`config.mk`:
```
export PLATFORM = sky130hd
export DESIGN_NAME = multicycle_control_fsm_flat
export DESIGN_NICKNAME = d
export VERILOG_FILES = /design/src/rtl/riscv_ctrl_pkg.sv /design/src/rtl/multicycle_control_fsm_if.sv /design/src/rtl/multicycle_control_fsm_branch_cond.sv /design/src/rtl/multicycle_control_fsm.sv /design/src/flat_wrapper.sv
export SDC_FILE = /design/constraint.sdc
export NUM_CORES = 1
export LEC_CHECK = 0
export CORE_ASPECT_RATIO = 1.1
export CORE_MARGIN = 3
export CORE_UTILIZATION = 39
export DETAILED_ROUTE_END_ITERATION = 6
export HOLD_SLACK_MARGIN = 0.08
export MAX_ROUTING_LAYER = met4
export PLACE_DENSITY = 0.89
export SYNTH_ARGS = -nofsm -noshare
export SYNTH_HDL_FRONTEND = slang
export SYNTH_SLANG_ARGS = --single-unit
```
`constraint.sdc`:
```
create_clock -name clk -period 1.8 [get_ports clk]
set_input_delay 0.36 -clock clk [delete_from_list [all_inputs] [get_ports clk]]
set_output_delay 0.36 -clock clk [all_outputs]
set_load 0.005 [all_outputs]
```
`src/rtl/riscv_ctrl_pkg.sv`:
```
// Shared encodings for the multicycle RV32I control path: FSM states, opcodes,
// ALUOp codes and datapath mux select values.
package riscv_ctrl_pkg;

    typedef enum logic [3:0] {
        S_FETCH    = 4'd0,
        S_DECODE   = 4'd1,
        S_MEMADR   = 4'd2,
        S_MEMREAD  = 4'd3,
        S_MEMWB    = 4'd4,
        S_MEMWRITE = 4'd5,
        S_EXECUTER = 4'd6,
        S_EXECUTEI = 4'd7,
        S_ALUWB    = 4'd8,
        S_BRANCH   = 4'd9,
        S_JAL      = 4'd10,
        S_JALR     = 4'd11,
        S_LUI      = 4'd12,
        S_TRAP     = 4'd13
    } state_t;

    localparam logic [6:0] OP_LOAD   = 7'b0000011;
    localparam logic [6:0] OP_STORE  = 7'b0100011;
    localparam logic [6:0] OP_RTYPE  = 7'b0110011;
    localparam logic [6:0] OP_ITYPE  = 7'b0010011;
    localparam logic [6:0] OP_BRANCH = 7'b1100011;
    localparam logic [6:0] OP_JAL    = 7'b1101111;
    localparam logic [6:0] OP_JALR   = 7'b1100111;
    localparam logic [6:0] OP_LUI    = 7'b0110111;
    localparam logic [6:0] OP_AUIPC  = 7'b0010111;

    localparam logic [1:0] ALUOP_ADD    = 2'b00;
    localparam logic [1:0] ALUOP_BRANCH = 2'b01;
    localparam logic [1:0] ALUOP_FUNCT  = 2'b10;

    localparam logic [1:0] RES_ALUOUT    = 2'b00;
    localparam logic [1:0] RES_DATA      = 2'b01;
    localparam logic [1:0] RES_ALURESULT = 2'b10;

    localparam logic [1:0] SRCA_PC    = 2'b00;
    localparam logic [1:0] SRCA_OLDPC = 2'b01;
    localparam logic [1:0] SRCA_RS1   = 2'b10;
    localparam logic [1:0] SRCA_ZERO  = 2'b11;

    localparam logic [1:0] SRCB_RS2  = 2'b00;
    localparam logic [1:0] SRCB_IMM  = 2'b01;
    localparam logic [1:0] SRCB_FOUR = 2'b10;

    localparam logic [2:0] IMM_I = 3'b000;
    localparam logic [2:0] IMM_S = 3'b001;
    localparam logic [2:0] IMM_B = 3'b010;
    localparam logic [2:0] IMM_J = 3'b011;
    localparam logic [2:0] IMM_U = 3'b100;

    // R-type has no immediate; it falls through to the I encoding.
    function automatic logic [2:0] imm_src_of(input logic [6:0] opcode);
        case (opcode)
            OP_STORE:          return IMM_S;
            OP_BRANCH:         return IMM_B;
            OP_JAL:            return IMM_J;
            OP_LUI, OP_AUIPC:  return IMM_U;
            default:           return IMM_I;
        endcase
    endfunction

endpackage

```
`src/rtl/multicycle_control_fsm_if.sv`:
```
// Control bundle between the multicycle FSM (master) and the datapath (slave).
interface multicycle_control_fsm_if;

    logic [6:0] opcode;
    logic [2:0] funct3;
    logic       Zero;
    logic       mem_ready;

    logic       PCWrite;
    logic       AdrSrc;
    logic       MemWrite;
    logic       IRWrite;
    logic [1:0] ResultSrc;
    logic [1:0] ALUSrcA;
    logic [1:0] ALUSrcB;
    logic [2:0] ImmSrc;
    logic       RegWrite;
    logic [1:0] ALUOp;
    logic       illegal_instr;
    logic [3:0] state_o;

    modport master (
        input  opcode, funct3, Zero, mem_ready,
        output PCWrite, AdrSrc, MemWrite, IRWrite, ResultSrc, ALUSrcA, ALUSrcB,
               ImmSrc, RegWrite, ALUOp, illegal_instr, state_o
    );

    modport slave (
        output opcode, funct3, Zero, mem_ready,
        input  PCWrite, AdrSrc, MemWrite, IRWrite, ResultSrc, ALUSrcA, ALUSrcB,
               ImmSrc, RegWrite, ALUOp, illegal_instr, state_o
    );

endinterface

```
`src/rtl/multicycle_control_fsm_branch_cond.sv`:
```
// Branch resolution from funct3 and the ALU Zero flag for all six RV32I branches.
module branch_cond (
    input  logic [2:0] funct3,
    input  logic       zero,
    output logic       taken
);

    // funct3[0] inverts the sense (ne/ge); funct3[2] selects a less-than compare,
    // where Zero means "not less". funct3[1] (signedness) is the ALU's concern.
    logic unused_funct3_1;
    assign unused_funct3_1 = funct3[1];

    assign taken = zero ^ funct3[0] ^ funct3[2];

endmodule

```
`src/rtl/multicycle_control_fsm.sv`:
```
// Main control FSM of the multicycle RV32I core: fetch/decode/execute/memory/
// writeback sequencing, datapath selects, write enables and ALUOp.
module multicycle_control_fsm
    import riscv_ctrl_pkg::*;
#(
    parameter bit TRAP_STICKY = 1'b1
) (
    input logic                       clk,
    input logic                       reset,
    multicycle_control_fsm_if.master  ctrl
);

    state_t     state;
    state_t     state_next;

    logic       taken;
    logic       pc_update;
    logic       branch;
    logic       ir_write;
    logic       mem_write;
    logic       reg_write;
    logic       adr_src;
    logic       illegal;
    logic [1:0] result_src;
    logic [1:0] alu_src_a;
    logic [1:0] alu_src_b;
    logic [1:0] alu_op;

    branch_cond u_branch_cond (
        .funct3 (ctrl.funct3),
        .zero   (ctrl.Zero),
        .taken  (taken)
    );

    always_ff @(posedge clk or posedge reset) begin
        if (reset) state <= S_FETCH;
        else       state <= state_next;
    end

    always_comb begin
        state_next = S_FETCH;
        case (state)
            S_FETCH:    state_next = ctrl.mem_ready ? S_DECODE : S_FETCH;
            S_DECODE: begin
                case (ctrl.opcode)
                    OP_LOAD, OP_STORE: state_next = S_MEMADR;
                    OP_RTYPE:          state_next = S_EXECUTER;
                    OP_ITYPE:          state_next = S_EXECUTEI;
                    OP_BRANCH:         state_next = S_BRANCH;
                    OP_JAL:            state_next = S_JAL;
                    OP_JALR:           state_next = S_JALR;
                    OP_LUI:            state_next = S_LUI;
                    OP_AUIPC:          state_next = S_ALUWB;
                    default:           state_next = S_TRAP;
                endcase
            end
            S_MEMADR:   state_next = ctrl.opcode[5] ? S_MEMWRITE : S_MEMREAD;
            S_MEMREAD:  state_next = ctrl.mem_ready ? S_MEMWB : S_MEMREAD;
            S_MEMWB:    state_next = S_FETCH;
            S_MEMWRITE: state_next = ctrl.mem_ready ? S_FETCH : S_MEMWRITE;
            S_EXECUTER: state_next = S_ALUWB;
            S_EXECUTEI: state_next = S_ALUWB;
            S_ALUWB:    state_next = S_FETCH;
            S_BRANCH:   state_next = S_FETCH;
            S_JAL:      state_next = S_ALUWB;
            S_JALR:     state_next = S_JAL;
            S_LUI:      state_next = S_ALUWB;
            S_TRAP:     state_next = TRAP_STICKY ? S_TRAP : S_FETCH;
            default:    state_next = S_FETCH;
        endcase
    end

    always_comb begin
        pc_update  = 1'b0;
        branch     = 1'b0;
        ir_write   = 1'b0;
        mem_write  = 1'b0;
        reg_write  = 1'b0;
        adr_src    = 1'b0;
        illegal    = 1'b0;
        result_src = RES_ALUOUT;
        alu_src_a  = SRCA_PC;
        alu_src_b  = SRCB_RS2;
        alu_op     = ALUOP_ADD;
        case (state)
            S_FETCH: begin
                alu_src_b  = SRCB_FOUR;
                result_src = RES_ALURESULT;
                ir_write   = ctrl.mem_ready;
                pc_update  = ctrl.mem_ready;
            end
            S_DECODE: begin
                alu_src_a = SRCA_OLDPC;
                alu_src_b = SRCB_IMM;
            end
            S_MEMADR: begin
                alu_src_a = SRCA_RS1;
                alu_src_b = SRCB_IMM;
            end
            S_MEMREAD:  adr_src = 1'b1;
            S_MEMWB: begin
                result_src = RES_DATA;
                reg_write  = 1'b1;
            end
            S_MEMWRITE: begin
                adr_src   = 1'b1;
                mem_write = 1'b1;
            end
            S_EXECUTER: begin
                alu_src_a = SRCA_RS1;
                alu_src_b = SRCB_RS2;
                alu_op    = ALUOP_FUNCT;
            end
            S_EXECUTEI: begin
                alu_src_a = SRCA_RS1;
                alu_src_b = SRCB_IMM;
                alu_op    = ALUOP_FUNCT;
            end
            S_ALUWB:    reg_write = 1'b1;
            S_BRANCH: begin
                alu_src_a = SRCA_RS1;
                alu_src_b = SRCB_RS2;
                alu_op    = ALUOP_BRANCH;
                branch    = 1'b1;
            end
            S_JAL: begin
                alu_src_a = SRCA_OLDPC;
                alu_src_b = SRCB_FOUR;
                pc_update = 1'b1;
            end
            S_JALR: begin
                alu_src_a = SRCA_RS1;
                alu_src_b = SRCB_IMM;
            end
            S_LUI: begin
                alu_src_a = SRCA_ZERO;
                alu_src_b = SRCB_IMM;
            end
            S_TRAP:     illegal = 1'b1;
            default: ;
        endcase
    end

    // Enables are also gated by the raw reset so nothing writes while it is held.
    assign ctrl.PCWrite       = ~reset & (pc_update | (branch & taken));
    assign ctrl.IRWrite       = ~reset & ir_write;
    assign ctrl.MemWrite      = ~reset & mem_write;
    assign ctrl.RegWrite      = ~reset & reg_write;
    assign ctrl.AdrSrc        = adr_src;
    assign ctrl.ResultSrc     = result_src;
    assign ctrl.ALUSrcA       = alu_src_a;
    assign ctrl.ALUSrcB       = alu_src_b;
    assign ctrl.ALUOp         = alu_op;
    assign ctrl.ImmSrc        = imm_src_of(ctrl.opcode);
    assign ctrl.illegal_instr = illegal;
    assign ctrl.state_o       = state;

endmodule

```
`src/flat_wrapper.sv`:
```
// flat-port wrapper written by rule: the top's interface ports become plain ports
module multicycle_control_fsm_flat import riscv_ctrl_pkg::*;
#(
    parameter bit TRAP_STICKY = 1'b1
)
  (clk, reset, ctrl_opcode, ctrl_funct3, ctrl_Zero, ctrl_mem_ready, ctrl_PCWrite, ctrl_AdrSrc, ctrl_MemWrite, ctrl_IRWrite, ctrl_ResultSrc, ctrl_ALUSrcA, ctrl_ALUSrcB, ctrl_ImmSrc, ctrl_RegWrite, ctrl_ALUOp, ctrl_illegal_instr, ctrl_state_o);
  multicycle_control_fsm_if ctrl_i ();
  input logic clk;
  input logic reset;
  input wire logic [$bits(ctrl_i.opcode)-1:0] ctrl_opcode;
  input wire logic [$bits(ctrl_i.funct3)-1:0] ctrl_funct3;
  input wire logic [$bits(ctrl_i.Zero)-1:0] ctrl_Zero;
  input wire logic [$bits(ctrl_i.mem_ready)-1:0] ctrl_mem_ready;
  output wire logic [$bits(ctrl_i.PCWrite)-1:0] ctrl_PCWrite;
  output wire logic [$bits(ctrl_i.AdrSrc)-1:0] ctrl_AdrSrc;
  output wire logic [$bits(ctrl_i.MemWrite)-1:0] ctrl_MemWrite;
  output wire logic [$bits(ctrl_i.IRWrite)-1:0] ctrl_IRWrite;
  output wire logic [$bits(ctrl_i.ResultSrc)-1:0] ctrl_ResultSrc;
  output wire logic [$bits(ctrl_i.ALUSrcA)-1:0] ctrl_ALUSrcA;
  output wire logic [$bits(ctrl_i.ALUSrcB)-1:0] ctrl_ALUSrcB;
  output wire logic [$bits(ctrl_i.ImmSrc)-1:0] ctrl_ImmSrc;
  output wire logic [$bits(ctrl_i.RegWrite)-1:0] ctrl_RegWrite;
  output wire logic [$bits(ctrl_i.ALUOp)-1:0] ctrl_ALUOp;
  output wire logic [$bits(ctrl_i.illegal_instr)-1:0] ctrl_illegal_instr;
  output wire logic [$bits(ctrl_i.state_o)-1:0] ctrl_state_o;
  assign ctrl_i.opcode = ctrl_opcode;
  assign ctrl_i.funct3 = ctrl_funct3;
  assign ctrl_i.Zero = ctrl_Zero;
  assign ctrl_i.mem_ready = ctrl_mem_ready;
  assign ctrl_PCWrite = ctrl_i.PCWrite;
  assign ctrl_AdrSrc = ctrl_i.AdrSrc;
  assign ctrl_MemWrite = ctrl_i.MemWrite;
  assign ctrl_IRWrite = ctrl_i.IRWrite;
  assign ctrl_ResultSrc = ctrl_i.ResultSrc;
  assign ctrl_ALUSrcA = ctrl_i.ALUSrcA;
  assign ctrl_ALUSrcB = ctrl_i.ALUSrcB;
  assign ctrl_ImmSrc = ctrl_i.ImmSrc;
  assign ctrl_RegWrite = ctrl_i.RegWrite;
  assign ctrl_ALUOp = ctrl_i.ALUOp;
  assign ctrl_illegal_instr = ctrl_i.illegal_instr;
  assign ctrl_state_o = ctrl_i.state_o;
  multicycle_control_fsm #(.TRAP_STICKY(TRAP_STICKY)) u_core (.clk(clk), .reset(reset), .ctrl(ctrl_i));
endmodule
```
==> results.sh <==
export IMPL_setup_viol=2
export IMPL_antenna_found_initial=0
export IMPL_cts_sinks=4
export IMPL_multi_input_area_um2=584
export IMPL_crit_type="reg -> out"
export IMPL_power_density_nw_per_um2=1140
export IMPL_syn_area_um2=678
export IMPL_grt_pass1_vias=1004
export IMPL_grt_overflow=0
export IMPL_hold_viol_final=0
export IMPL_layout_nets=173
export IMPL_drive_above_1_share_pct=52.9
export IMPL_cts_buffer_depth=2
export IMPL_largest_register_ffs=4
export IMPL_areaGrowthSynthToFinish_pct=100
export IMPL_clockPowerShare_pct=7.1
export IMPL_ys_top_cells_by_area="dfrtp_1, xnor2_1, nor2b_1, nor3b_1, a21oi_1"
export IMPL_fin_area_um2=1360
export IMPL_reg2reg_slack_ns=0.37
export IMPL_die_area_um2=2280
export IMPL_port_buffers=33
export IMPL_ant_nets=0
export IMPL_peakVddDrop_mv=0.632
export IMPL_synth_nets=104
export IMPL_required_ns=1.44
export IMPL_register_area_um2=105
export IMPL_yosys_area_top_type="dfrtp_1"
export IMPL_root_buffer="clkbuf_4"
export IMPL_critPathMaxFanout=5
export IMPL_synth_cell_types=41
export IMPL_yosysWarnings=0
export IMPL_die_w_um=45.8
export IMPL_path_cells="buf_6 > or3_1 > o211ai_1 > o31a_1 > buf_2"
export IMPL_place_hpwl_mm=1.83
export IMPL_max_slew_margin_rel_pct=78.9
export IMPL_hp_class="in -> async"
export IMPL_cellInternalPower_mw=0.924
export IMPL_worst_slack_ns=-0.0380
export IMPL_rr_worst_depth=5
export IMPL_crit_path_start_kind="register"
export IMPL_rr_startpoint="u_core.ctrl.state_o[1]$_DFF_PP0_"
export IMPL_min_period_ns=1.84
export IMPL_status="complete, but fails checks"
export IMPL_maxCapViolCount=0
export IMPL_rsz0062_at_grt="true"
export IMPL_cts_tree="built"
export IMPL_p_comb_share_pct=80.3
export IMPL_yosysSeqAreaShare_pct=14.8
export IMPL_vias=973
export IMPL_worst_pin_slew_ns=0.313
export IMPL_grt_usage_pct=26.2
export IMPL_r2r_end="u_core.ctrl.state_o[1]$_DFF_PP0_"
export IMPL_slowest_stage="dfrtp_2"
export IMPL_endpoint="ctrl_ALUSrcB[0]"
export IMPL_pin_count=35
export IMPL_routabilityCongestion=0.908
export IMPL_synth_area_per_cell_um2=7.54
export IMPL_first_pass_iters=4
export IMPL_placed_cell_area_um2=1210
export IMPL_wl_per_cell_um=16.1
export IMPL_drc=0
export IMPL_core_um2=1600
export IMPL_worstSetupEndpointType="output port"
export IMPL_max_stage_delay_ns=0.43
export IMPL_clk_latency_ns=0.23
export IMPL_placementRows=15
export IMPL_cts_buffers=3
export IMPL_synth_edf_count=0
export IMPL_syn_inst=90
export IMPL_final_util_pct=85.2
export IMPL_grt_pass1_wl_mm=4.34
export IMPL_synth_seq_cells=4
export IMPL_pre_cts_ws_ns=-0.626
export IMPL_synthArstFlopShare_pct=100
export IMPL_setup_tns_ns=-0.0526
export IMPL_diodes=0
export IMPL_die_height_um=49.7
export IMPL_grt_max_degree=11
export IMPL_synth_ff_type="dfrtp_1"
export IMPL_max_freq_mhz=544
export IMPL_violations="setup timing"
export IMPL_p_switching_mw=0.627
export IMPL_drt_wl_total_mm=2.80
export IMPL_p_leak_nw=0.639
export IMPL_fillCellCount=97
export IMPL_drt_iter0_drc=19
export IMPL_pwr_share_seq_pct=12.6
export IMPL_synth_commonest_cells="a21oi_1, buf_2, nor2b_1"
export IMPL_yosys_area_top_type_share_pct=14.8
export IMPL_maxSlewViolCount=0
export IMPL_whs_ns=0.556
export IMPL_initial_core_util_pct=42.5
export IMPL_htree_levels=1
export IMPL_swShare_pct=40.4
export IMPL_timing_final_crit_share_pct=102
export IMPL_crit_path_start="u_core.ctrl.state_o[3]$_DFF_PP0_"
export IMPL_critPathArrivalTime_ns=1.48
export IMPL_clkTransAtPathRegs_ns=0.04
export IMPL_post_drt_via_cell_ratio=5.59
export IMPL_skew_ns=0.00117
routing by layer:
layer  wire length, µm  up-vias  GRT usage (%)  part of all wire, %
li1                  -      466              -                    -
met1               985      457           26.8                   35
met2              1600       42           48.4                   57
met3               141        8           1.82                  5.0
met4                82        0           11.4                  2.9
met5                 0        -              -                    0
worst max-delay path, delay by kind of cell, from the launching register on:
| kind | cells | cell delay [ns] |
|---|---|---|
| flops | 1 | 0.43 |
| simple gates | 1 | 0.31 |
| compound gates | 2 | 0.25 |
| buf+inv | 2 | 0.24 |
cell usage in the layout (no fill, tap or decap), types with 2 or more instances in the layout:
cell type,n
nor2b_1,3
clkdlybuf4s50_1,11
nor3_1,4
buf_2,8
clkbuf_4,3
dfrtp_2,4
o211ai_1,3
and3b_1,2
buf_6,13
clkbuf_2,7
inv_1,3
nand2_1,3
nor3b_2,2
buf_4,29
dlygate4sd2_1,3
nand4b_1,2
a21oi_1,5
and2_4,2
nand3_1,3
nor2_2,2
nor3b_1,2
dlymetal6s2s_1,2
and3_1,3
nand2b_1,3
xnor2_1,4
xor2_1,2
repair_timing:
item,4_1_cts,5_1_grt
gates resized for setup,67,31
buffers inserted,6,5
pin swaps,8,11
hold buffers,0,0
endpoints found under the setup margin,18,15
cell type report:
| type | count | share of cell area, % |
|---|---|---|
| clock buffers | 3 | 1.66 |
| well taps | 17 | 1.57 |
| repair buffers | 74 | 44.9 |
| flip-flops and latches | 4 | 7.73 |
| multi-input cells | 72 | 43.0 |
| inverters | 4 | 1.10 |
worst min path at each step:
stage | from | endpoint
6_report | reset | u_core.ctrl.state_o[0]$_DFF_PP0_
5_1_grt | reset | u_core.ctrl.state_o[3]$_DFF_PP0_
4_1_cts | reset | u_core.ctrl.state_o[0]$_DFF_PP0_
3_5_place_dp | u_core.ctrl.state_o[1]$_DFF_PP0_ | u_core.ctrl.state_o[3]$_DFF_PP0_
3_3_place_gp | u_core.ctrl.state_o[1]$_DFF_PP0_ | u_core.ctrl.state_o[3]$_DFF_PP0_
2_1_floorplan | reset | u_core.ctrl.state_o[0]$_DFF_PP0_
cells by family after synthesis:
logic type | Yosys count | share of synthesized area (%)
multiplexers | 1 | 1.66
AO/OA/AOI/OAI | 21 | 23.8
AND/OR/NAND/NOR | 44 | 42.1
flip-flops | 4 | 14.8
buffers and inverters | 14 | 9.96
XOR/XNOR | 6 | 7.75
through the flow:
stage	power, mW	std cells
4_1_cts	1.48	170
2_1_floorplan	0.645	90
6_report	1.55	174
3_5_place_dp	1.28	161
3_3_place_gp	1.24	161
5_1_grt	1.66	174
power by group through the flow:
stage                     clock network (mW)  logic, mW  registers [mW]
after CTS                              0.112       1.17           0.195
after global routing                   0.121       1.34           0.200
after global placement                     0       1.06           0.177
after detailed placement                   0       1.10           0.179
after floorplan                            0      0.505           0.140
final                                  0.110       1.25           0.196
Power figures use the tool's default switching activity.
